==> config.mk <==
export PLATFORM = sky130hd
export DESIGN_NAME = id_stage
export DESIGN_NICKNAME = d
export VERILOG_FILES = /design/src/rtl/id_pkg.sv /design/src/rtl/id_regfile.sv /design/src/rtl/id_stage.sv
export SDC_FILE = /design/constraint.sdc
export NUM_CORES = 2
export LEC_CHECK = 0
export BUFFER_PORTS_ARGS = -buffer_cell sky130_fd_sc_hd__buf_2
export CORE_MARGIN = 8
export CORE_UTILIZATION = 60
export DETAILED_ROUTE_END_ITERATION = 7
export PLACE_DENSITY = 0.79
export SYNTH_ARGS = -nofsm -noshare
export SYNTH_HDL_FRONTEND = slang
export SYNTH_SLANG_ARGS = --single-unit
==> constraint.sdc <==
create_clock -name clk -period 7.42 [get_ports clk]
set_clock_uncertainty 0.1 [all_clocks]
set_input_delay 0 -clock clk [delete_from_list [all_inputs] [get_ports clk]]
set_output_delay 0 -clock clk [all_outputs]
set_load 0.03 [all_outputs]
==> src/rtl/id_pkg.sv <==
// Shared types for the decode stage: decoded control word, branch kinds,
// and the exception vector used when a redirect is forced by an exception.
package id_pkg;

    typedef enum logic [2:0] {
        BR_NONE = 3'd0,
        BR_EQ   = 3'd1,
        BR_NE   = 3'd2,
        BR_LEZ  = 3'd3,
        BR_GTZ  = 3'd4,
        BR_LTZ  = 3'd5,
        BR_GEZ  = 3'd6
    } br_type_e;

    // Byte address of the exception handler; the stage emits it as a word address.
    localparam logic [31:0] EXC_VECTOR = 32'h8000_0180;

    typedef struct packed {
        logic       extop;
        logic       exsign;
        logic [2:0] branch_type;
        logic       jmp;
        logic       npc_from_gpr;
        logic       npc_from_epc;
        logic       exl_set;
        logic       uses_rs;
        logic       uses_rt;
        logic [3:0] alu_op;
        logic       alu_src;
        logic       mem_we;
        logic       mem_re;
        logic       reg_we;
        logic [1:0] reg_dst;
    } id_ctrl_t;

    // Instructions that consume a register value already in ID (compare or jump-register).
    function automatic logic reads_gpr_in_id(input id_ctrl_t c);
        return (c.branch_type != 3'd0) || c.npc_from_gpr;
    endfunction

endpackage

==> src/rtl/id_regfile.sv <==
// 32-entry register file, two combinational reads and one synchronous write.
// Register 0 is hard-wired to zero on both the write and read sides.
module id_regfile #(
    parameter int XLEN = 32
) (
    input  logic            clk,
    input  logic            rst,
    input  logic [4:0]      ra1_i,
    input  logic [4:0]      ra2_i,
    input  logic            we_i,
    input  logic [4:0]      wa_i,
    input  logic [XLEN-1:0] wd_i,
    output logic [XLEN-1:0] rd1_o,
    output logic [XLEN-1:0] rd2_o
);

    logic [XLEN-1:0] regs_q [32];

    always_ff @(posedge clk) begin
        if (rst) begin
            for (int i = 0; i < 32; i++) begin
                regs_q[i] <= '0;
            end
        end else if (we_i && (wa_i != 5'd0)) begin
            regs_q[wa_i] <= wd_i;
        end
    end

    assign rd1_o = (ra1_i == 5'd0) ? '0 : regs_q[ra1_i];
    assign rd2_o = (ra2_i == 5'd0) ? '0 : regs_q[ra2_i];

endmodule

==> src/rtl/id_stage.sv <==
// Instruction decode stage: operand read with forwarding, immediate extension,
// branch/jump resolution, load-use interlock and a registered hand-off to EX.
module id_stage
    import id_pkg::*;
#(
    parameter int XLEN        = 32,
    parameter int NFWD        = 2,
    parameter int STALL_CNT_W = 16
) (
    input  logic                   clk,
    input  logic                   rst,
    input  logic                   in_valid,
    output logic                   in_ready,
    input  logic [XLEN-3:0]        in_pcp1,
    input  logic [31:0]            in_instr,
    input  id_ctrl_t               in_ctrl,
    input  logic                   flush,
    input  logic [NFWD-1:0]        fwd_we,
    input  logic [NFWD*5-1:0]      fwd_rw,
    input  logic [NFWD*XLEN-1:0]   fwd_wd,
    input  logic                   ex_we,
    input  logic                   ex_load,
    input  logic [4:0]             ex_rw,
    input  logic [XLEN-3:0]        epc,
    output logic                   out_valid,
    input  logic                   out_ready,
    output logic [XLEN-3:0]        out_pcp1,
    output logic [31:0]            out_instr,
    output logic [XLEN-1:0]        out_rd1,
    output logic [XLEN-1:0]        out_rd2,
    output logic [XLEN-1:0]        out_ext,
    output id_ctrl_t               out_ctrl,
    output logic [XLEN-3:0]        jpc,
    output logic                   jpc_avail,
    output logic [STALL_CNT_W-1:0] stall_cnt
);

    localparam logic [XLEN-1:0] EXC_VEC = XLEN'(EXC_VECTOR);

    logic [4:0]      rs;
    logic [4:0]      rt;
    logic [15:0]     imm;
    logic [XLEN-1:0] rf_rd1;
    logic [XLEN-1:0] rf_rd2;
    logic [XLEN-1:0] rd1;
    logic [XLEN-1:0] rd2;
    logic [XLEN-1:0] ext;
    logic            br_taken;
    logic            redirect;
    logic            hazard;
    logic            accept;
    logic            rs_hit;
    logic            rt_hit;

    logic                   out_valid_q, out_valid_d;
    logic [XLEN-3:0]        out_pcp1_q,  out_pcp1_d;
    logic [31:0]            out_instr_q, out_instr_d;
    logic [XLEN-1:0]        out_rd1_q,   out_rd1_d;
    logic [XLEN-1:0]        out_rd2_q,   out_rd2_d;
    logic [XLEN-1:0]        out_ext_q,   out_ext_d;
    id_ctrl_t               out_ctrl_q,  out_ctrl_d;
    logic [STALL_CNT_W-1:0] stall_q,     stall_d;

    assign rs  = in_instr[25:21];
    assign rt  = in_instr[20:16];
    assign imm = in_instr[15:0];

    id_regfile #(
        .XLEN (XLEN)
    ) u_regfile (
        .clk   (clk),
        .rst   (rst),
        .ra1_i (rs),
        .ra2_i (rt),
        .we_i  (fwd_we[NFWD-1]),
        .wa_i  (fwd_rw[(NFWD-1)*5 +: 5]),
        .wd_i  (fwd_wd[(NFWD-1)*XLEN +: XLEN]),
        .rd1_o (rf_rd1),
        .rd2_o (rf_rd2)
    );

    // Walk from oldest to newest so the lowest-index matching channel wins.
    always_comb begin
        rd1 = rf_rd1;
        rd2 = rf_rd2;
        for (int i = NFWD - 1; i >= 0; i--) begin
            if (fwd_we[i] && (fwd_rw[i*5 +: 5] != 5'd0)) begin
                if (fwd_rw[i*5 +: 5] == rs) begin
                    rd1 = fwd_wd[i*XLEN +: XLEN];
                end
                if (fwd_rw[i*5 +: 5] == rt) begin
                    rd2 = fwd_wd[i*XLEN +: XLEN];
                end
            end
        end
    end

    always_comb begin
        if (in_ctrl.extop) begin
            ext = XLEN'(imm) << 16;
        end else if (in_ctrl.exsign) begin
            ext = XLEN'($signed(imm));
        end else begin
            ext = XLEN'(imm);
        end
    end

    always_comb begin
        case (in_ctrl.branch_type)
            BR_EQ:   br_taken = (rd1 == rd2);
            BR_NE:   br_taken = (rd1 != rd2);
            BR_LEZ:  br_taken = rd1[XLEN-1] || (rd1 == '0);
            BR_GTZ:  br_taken = !rd1[XLEN-1] && (rd1 != '0);
            BR_LTZ:  br_taken = rd1[XLEN-1];
            BR_GEZ:  br_taken = !rd1[XLEN-1];
            default: br_taken = 1'b0;
        endcase
    end

    always_comb begin
        if (in_ctrl.exl_set) begin
            jpc = EXC_VEC[XLEN-1:2];
        end else if (in_ctrl.npc_from_epc) begin
            jpc = epc;
        end else if (in_ctrl.npc_from_gpr) begin
            jpc = rd1[XLEN-1:2];
        end else if (in_ctrl.jmp) begin
            jpc = {in_pcp1[XLEN-3 -: (XLEN-28)], in_instr[25:0]};
        end else begin
            jpc = in_pcp1 + (XLEN-2)'($signed(imm));
        end
    end

    assign redirect = in_ctrl.exl_set || in_ctrl.npc_from_epc || in_ctrl.npc_from_gpr
                    || in_ctrl.jmp || br_taken;

    // Loads stall any consumer; other EX writers only stall consumers that resolve in ID.
    assign rs_hit = in_ctrl.uses_rs && (rs == ex_rw);
    assign rt_hit = in_ctrl.uses_rt && (rt == ex_rw);
    assign hazard = in_valid && (ex_rw != 5'd0)
                  && ((ex_load && (rs_hit || rt_hit))
                      || (ex_we && reads_gpr_in_id(in_ctrl) && (rs_hit || rt_hit)));

    assign in_ready  = !hazard && (!out_valid_q || out_ready);
    assign accept    = in_valid && in_ready;
    assign jpc_avail = accept && !flush && redirect;

    // A flush drops the valid bit and control but leaves stale data in place.
    always_comb begin
        out_valid_d = out_valid_q;
        out_pcp1_d  = out_pcp1_q;
        out_instr_d = out_instr_q;
        out_rd1_d   = out_rd1_q;
        out_rd2_d   = out_rd2_q;
        out_ext_d   = out_ext_q;
        out_ctrl_d  = out_ctrl_q;
        if (flush) begin
            out_valid_d = 1'b0;
            out_ctrl_d  = '0;
        end else if (accept) begin
            out_valid_d = 1'b1;
            out_pcp1_d  = in_pcp1;
            out_instr_d = in_instr;
            out_rd1_d   = rd1;
            out_rd2_d   = rd2;
            out_ext_d   = ext;
            out_ctrl_d  = in_ctrl;
        end else if (out_ready) begin
            out_valid_d = 1'b0;
        end
    end

    always_comb begin
        stall_d = stall_q;
        if (hazard && !flush && (stall_q != '1)) begin
            stall_d = stall_q + STALL_CNT_W'(1);
        end
    end

    always_ff @(posedge clk) begin
        if (rst) begin
            out_valid_q <= 1'b0;
            out_pcp1_q  <= '0;
            out_instr_q <= '0;
            out_rd1_q   <= '0;
            out_rd2_q   <= '0;
            out_ext_q   <= '0;
            out_ctrl_q  <= '0;
            stall_q     <= '0;
        end else begin
            out_valid_q <= out_valid_d;
            out_pcp1_q  <= out_pcp1_d;
            out_instr_q <= out_instr_d;
            out_rd1_q   <= out_rd1_d;
            out_rd2_q   <= out_rd2_d;
            out_ext_q   <= out_ext_d;
            out_ctrl_q  <= out_ctrl_d;
            stall_q     <= stall_d;
        end
    end

    assign out_valid = out_valid_q;
    assign out_pcp1  = out_pcp1_q;
    assign out_instr = out_instr_q;
    assign out_rd1   = out_rd1_q;
    assign out_rd2   = out_rd2_q;
    assign out_ext   = out_ext_q;
    assign out_ctrl  = out_ctrl_q;
    assign stall_cnt = stall_q;

endmodule

After elaboration in Yosys (flattened, before gate mapping)

Memories as Yosys holds them, arrays and structs flattened.
Index checks and enable logic that the tools add are counted.

Eq/ne operators: 15
$add $sub $neg: 2
Bitwise operators: 1
Reduce and logical (&&, ||, !) cells: 41
Mux-type cells: 27

Operators by type and width:

| operator              | number |
|---|---|
| $mux 32               | 13 |
| $mux 30               | 4 |
| $eq 32x32->1          | 1 |
| $logic_not 32->1      | 1 |
| $ne 32x32->1          | 1 |
| $reduce_bool 32->1    | 1 |
| $reduce_or 32->1      | 1 |
| $add 30x30->30        | 1 |
| $eq 5x5->1            | 6 |
| $add 16x1->16 const B | 1 |
| $logic_and 1x1->1     | 16 |
| $ne 16x16->1 const B  | 1 |
| $reduce_bool 5->1     | 3 |
| $logic_not 5->1       | 2 |
| $eq 3x3->1 const B    | 3 |
| $logic_or 1x1->1      | 9 |
| $mux 1                | 8 |
| $eq 3x2->1 const B    | 2 |
| $pmux 1 s6            | 1 |
| $mux 5                | 1 |
| $logic_not 1->1       | 4 |
| $eq 3x1->1 const B    | 1 |
| $reduce_bool 3->1     | 1 |
| $reduce_and 2->1      | 1 |
| 3 further kinds       | 3 |

Register bits: 196
Logic and storage cells: 109
Memories kept: 1
Memory bits (writable): 1,024
Output and inout bits: 228
Bits of input ports: 201

Memory list:

| memory           | words | width | read ports | clocked after memory_dff | wr ports | RTL line         | source |
|---|---|---|---|---|---|---|---|
| u_regfile.regs_q | 32    | 32    | 2          | 0                        | 32       | id_regfile.sv:17 | `logic [XLEN-1:0] regs_q [32];` |

Depth between registers and ports, before layout

Depth in word-level cells: 11
Gate-level depth with buffers: 17
Gate-level depth less buffers: 13

Cells and area by module

A second synthesis with hierarchy kept.

Cell total of the unflattened synthesis: 5,162
Area, all modules: 66,323.6 sq um

Modules (own cells, without submodules):

| module     | sequential area each (sq um) | times used | cells an instance | area an instance (sq um) |
|---|---|---|---|---|
| id_regfile | 30,749.5                     | 1          | 3,502             | 54,253.3 |
| id_stage   | 3,923.8                      | 1          | 1,660             | 12,070.3 |

Worst setup path after synthesis

No wires, ideal clock.

Path kind: input-to-output
From: input in_pcp1[0]
To: output jpc[28]
Slack: 3.461 ns
Data arrival time: 3.859 ns
Buffers on the path: 0
Stages: 13
Data required time: 7.320 ns
Cell sequence: ha_1 -> fa_1 -> a21o_1 -> a21o_1 -> a21oi_1 -> o211ai_1 -> a311oi_1 -> nor3_1 -> o21ai_0 -> a21oi_1 -> a21oi_1 -> mux2i_1 -> a2111oi_0

Cells in the longest elaborated chain, start to end: 5

RTL lines:

| element         | RTL line        | source |
|---|---|---|
| start, declared | id_stage.sv:14  | `input logic [XLEN-3:0] in_pcp1,` |
| $add 30x30->30  | id_stage.sv:130 | `jpc = in_pcp1 + (XLEN-2)'($signed(imm));` |
| $mux 30         | id_stage.sv:127 | `end else if (in_ctrl.jmp) begin` |
| $mux 30         | id_stage.sv:125 | `end else if (in_ctrl.npc_from_gpr) begin` |
| $mux 30         | id_stage.sv:123 | `end else if (in_ctrl.npc_from_epc) begin` |
| $mux 30         | id_stage.sv:121 | `if (in_ctrl.exl_set) begin` |
| end, declared   | id_stage.sv:33  | `output logic [XLEN-3:0] jpc,` |

Every way passes these cells.

Worst setup path after layout

From: input in_instr[22]
To: output jpc_avail

Cells in the longest elaborated chain, start to end: 11
Elaborated cells on any way between the ends: 30
Classes of those cells: 5 x eq/ne; 6 x mux; 18 x reduce/logical; 1 x memory

RTL lines:

| element                                               | RTL line                                         | source |
|---|---|---|
| start, declared                                       | id_stage.sv:15                                   | `input logic [31:0] in_instr,` |
| $mem_v2 32x32, or another cell as far along           | --                                               |  |
| $mux 32 or $logic_and 1x1->1 (tied branches)          | id_regfile.sv:29, id_stage.sv:138                |  |
| $mux 32 or $logic_or 1x1->1 (tied branches)           | id_stage.sv:88, id_stage.sv:141, id_stage.sv:142 |  |
| $mux 32, or another cell as far along                 | id_stage.sv:87                                   | `if (fwd_we[i] && (fwd_rw[i*5 +: 5] != 5'd0)) begin` |
| $mux 32 or $logic_or 1x1->1 (tied branches)           | id_stage.sv:88, id_stage.sv:142                  |  |
| $mux 32 or $logic_and 1x1->1 (tied branches)          | id_stage.sv:87, id_stage.sv:141                  |  |
| $reduce_bool 32->1, or another cell as far along      | id_stage.sv:113                                  | `BR_GTZ: br_taken = !rd1[XLEN-1] && (rd1 != '0);` |
| $logic_and 1x1->1, or another cell as far along       | id_stage.sv:113                                  |  |
| $pmux 1 s6 or $logic_and 1x1->1 (tied branches)       | id_stage.sv:109, id_stage.sv:145                 |  |
| $logic_or 1x1->1 or $logic_and 1x1->1 (tied branches) | id_stage.sv:135, id_stage.sv:146                 |  |
| $logic_and 1x1->1 (*)                                 | id_stage.sv:146                                  | `assign jpc_avail = accept && !flush && redirect;` |
| end, declared                                         | id_stage.sv:34                                   | `output logic jpc_avail,` |

Every way passes the cells marked *; elsewhere a longest branch is shown, timed or not.

==> reports/metrics.yaml <==
status:
  outcome: "finished, violations left"
  violations: "DRC"
sta:
  max_freq_ghz: 0.154
  layout_worst_path_cycle_share_pct: 87.6
  slew_headroom_pct: 2.59
  finalSetupViolCount: 0
  drv_slew: 0
  tightest_slew_ns: 1.45
  hold_ws_ns: 0.0424
  hold_violations: 0
  rsz0062_at_grt: "no"
  period_minus_slack_ns: 6.50
  finalSetupTns_ns: 0
layout:
  drive_gt1_share_pct: 22.9
  multi_input_comb_area_um2: 28500
  nets: 5864
  register_area_um2: 34700
  final.fill_count: 7178
  syn2layout_area_growth_pct: 15.7
critical_path:
  start_kind: "input pin"
  r2r-start: "u_regfile.regs_q[15][1]"
  crit_fanout: 60
  worstRegToRegCells: 7
  crit_top_cell: "nor4_1"
  crit_path_end_kind: "output port"
  max_stage_delay_ns: 1.07
  crit_slowest_cell: "a2111oi_0"
  cp.arrival_ns: 6.40
  worstReg2RegEnd: "out_rd1[1]"
  critPathKind: "input pin to output port"
  worstPathRequired_ns: 7.32
  reg2reg_slack_ns: 3.11
  crit_chain: "dlygate4sd3_1 > clkbuf_8 > and2_1 > buf_4 > a22o_1 > a2111oi_0 > nor4_1 > a221oi_1 > nand4_1 > nor4_1 > and4_1 > o21ai_0 > a31oi_1 > nand2b_1 > buf_2"
synthesis:
  yosysWarnings: 0
  synth.avg_cell_area_um2: 12.7
  synth_area_um2: 65200
  synth_edf_count: 1024
  yosys.area.top_type: "edfxtp_1"
  synth_common_cells: "edfxtp_1 (1024), and2_1 (756), mux4_2 (379)"
  synth_most_common_cell: "edfxtp_1"
  synthCells: 5114
  yosys-top-cells-area: "edfxtp_1 (47%), mux4_2 (13%), and2_1 (7.3%)"
  synth_top_area_share_pct: 47.2
  ys.flop_type: "edfxtp_1"
  ys_ff_latch: 1220
  synthDistinctLibCells: 80
  seq_area_frac_synth_pct: 53.2
  synthArstFlopShare_pct: 0
pwr:
  peakVddDrop_mv: 0.247
  leakagePower_nw: 27.3
  p_per_area_nw_per_um2: 228
die:
  die_w_um: 346
  start_util_pct: 60.1
  dieArea_um2: 119000
  fp.dieH_um: 346
  ios: 429
  rows: 121
  core_um2: 108000
grt:
  grt_pass1_wl_um: 366000
  global_route.peak_usage_layer: "met2"
  gr-usage-met3_pct: 17.0
  grt_remaining_overflow: 0
  use_met1_pct: 49.6
  grt_pass1_vias: 52337
  grt_antenna_before_repair: 14
  track_usage_pct: 41.9
  grt_max_degree: 186
  met2_usage_pct: 61.1
clock_tree:
  ctsResizeCount: 0
  post_cts_buffers: 0
  clkSinkCount: 1220
  clk_path_buf_depth: 3
  root_buffer: "clkbuf_16"
  path_clk_slew_ns: 0.06
  htreeDepth: 4
  cts_buffers: 130
  insertion_delay_ns: 0.78
  cts_tree: "done"
drt:
  routedWlPerCell_um: 36.3
  dr.pass1.iters: 8
  ant_nets: 0
  viasPerCell: 7.41
  routed_wl_um: 259000
  drtIter0Drc: 9867
  drc_errors: 20
  via_count: 52993
worst_hold_path:
  min_to: "out_ext[6]"
  holdCritStartpoint: "in_instr[6]"
  worstHoldPathType: "input pin to flop"
  hold_depth: 4
placed_design:
  io_buffers: 428
  gp_congestion: 1.04
  dp_hpwl_um: 158000
flow_run:
  drv_cap: 0
## kinds of logic after synthesis
logic type | synth area share, %
xor+xnor | 1.30
simple gates | 14.1
compound gates | 8.64
other cells | 0.00575
buf+inv | 3.55
flops | 53.2
fa+ha+maj | 0.606
mux | 18.6
## routing by layer
metal / vias to the layer above / routed length [um]
met2: 5584 / 110000
met3: 1413 / 44900
met1: 25338 / 79900
met5: - / 86
li1: 20644 / -
met4: 14 / 24800
## sequential cells by signal, summed over array words and instances, names as in the netlist
register / count
out_instr: 32
out_rd1: 32
out_ctrl: 21
out_ext: 32
stall_cnt: 16
out_rd2: 32
out_valid: 1
out_pcp1: 30
u_regfile.regs_q: 1024
## layout by cell type (no fill, tap or decap), drive strengths merged, types with 18 or more instances in the layout
cell type    Yosys  layout
a221oi          40      40
a22oi           60      60
mux2i          284     284
mux2            67      67
conb             1      32
xor2            54      54
nand4           18      18
clkinv           1      50
nor3           282     282
clkbuf         377     177
o21ai           44      44
a211oi         101     101
a22o            18      18
a21oi          241     241
or2             36      36
mux4           379     379
nand3b          22      22
o221ai         126     126
buf            150     601
nand2          233     233
ha              30      30
nor4            22      22
a222oi          43      43
nand3           29      29
inv             27      32
nor2b           20      20
edfxtp        1024    1024
a31oi           26      26
xnor2           43      43
nor2           212     212
dlygate4sd3      0     279
dfxtp          196     196
and2           757     757
## per-stage QoR
step	setup slack, ns	total power (W)	cells	instance area, um2	utilization, %
finish	0.917	0.0172	7153	75500	69.6
global route	1.04	0.0174	7150	75500	69.6
CTS	1.33	0.0169	7148	75400	69.6
detailed placement	1.93	0.0107	6634	68600	63.3
global placement	2.01	0.0106	6634	68600	63.3
floorplan	3.46	0.00963	5145	65300	-
## cell type report
| class | count | share of cell area [%] |
|---|---|---|
| sequential | 1220 | 45.9 |
| multi-input combinational | 3370 | 37.7 |
| timing repair buffer | 882 | 8.47 |
| clock buffer | 175 | 4.74 |
| tap | 1414 | 2.34 |
| clock inverter | 60 | 0.612 |
| inverter | 28 | 0.139 |
| antenna | 4 | 0.0133 |
## worst max path at each step
stage                 start         to  slack, ns  cells past startpoint
2_1_floorplan    in_pcp1[0]    jpc[28]       3.46                     13
3_3_place_gp   in_instr[21]  jpc_avail       2.01                     15
3_5_place_dp   in_instr[21]  jpc_avail       1.93                     14
4_1_cts        in_instr[22]  jpc_avail       1.33                     15
5_1_grt        in_instr[22]  jpc_avail       1.04                     15
6_report       in_instr[22]  jpc_avail       0.92                     15
## power breakdown
part | switching [W] | total [W] | leakage [nW] | internal [W]
combinational | 0.00183 | 0.00284 | 14.0 | 0.00102
sequential | 0.000225 | 0.00802 | 11.4 | 0.00780
clock | 0.00280 | 0.00633 | 1.97 | 0.00354
## critical path: cells and delay by family
family	cells	cell delay, ns
and+or+nand+nor	6	2.58
AOI/OAI and AO/OA	5	2.14
buffers and inverters	4	1.62
## timing repair
| item | in CTS | in global routing |
|---|---|---|
| setup endpoints to repair | 0 | 0 |
| hold endpoints to repair | 1131 | 0 |
| hold buffers | 279 | 0 |
Note: power is estimated with default switching activity, not from simulation.
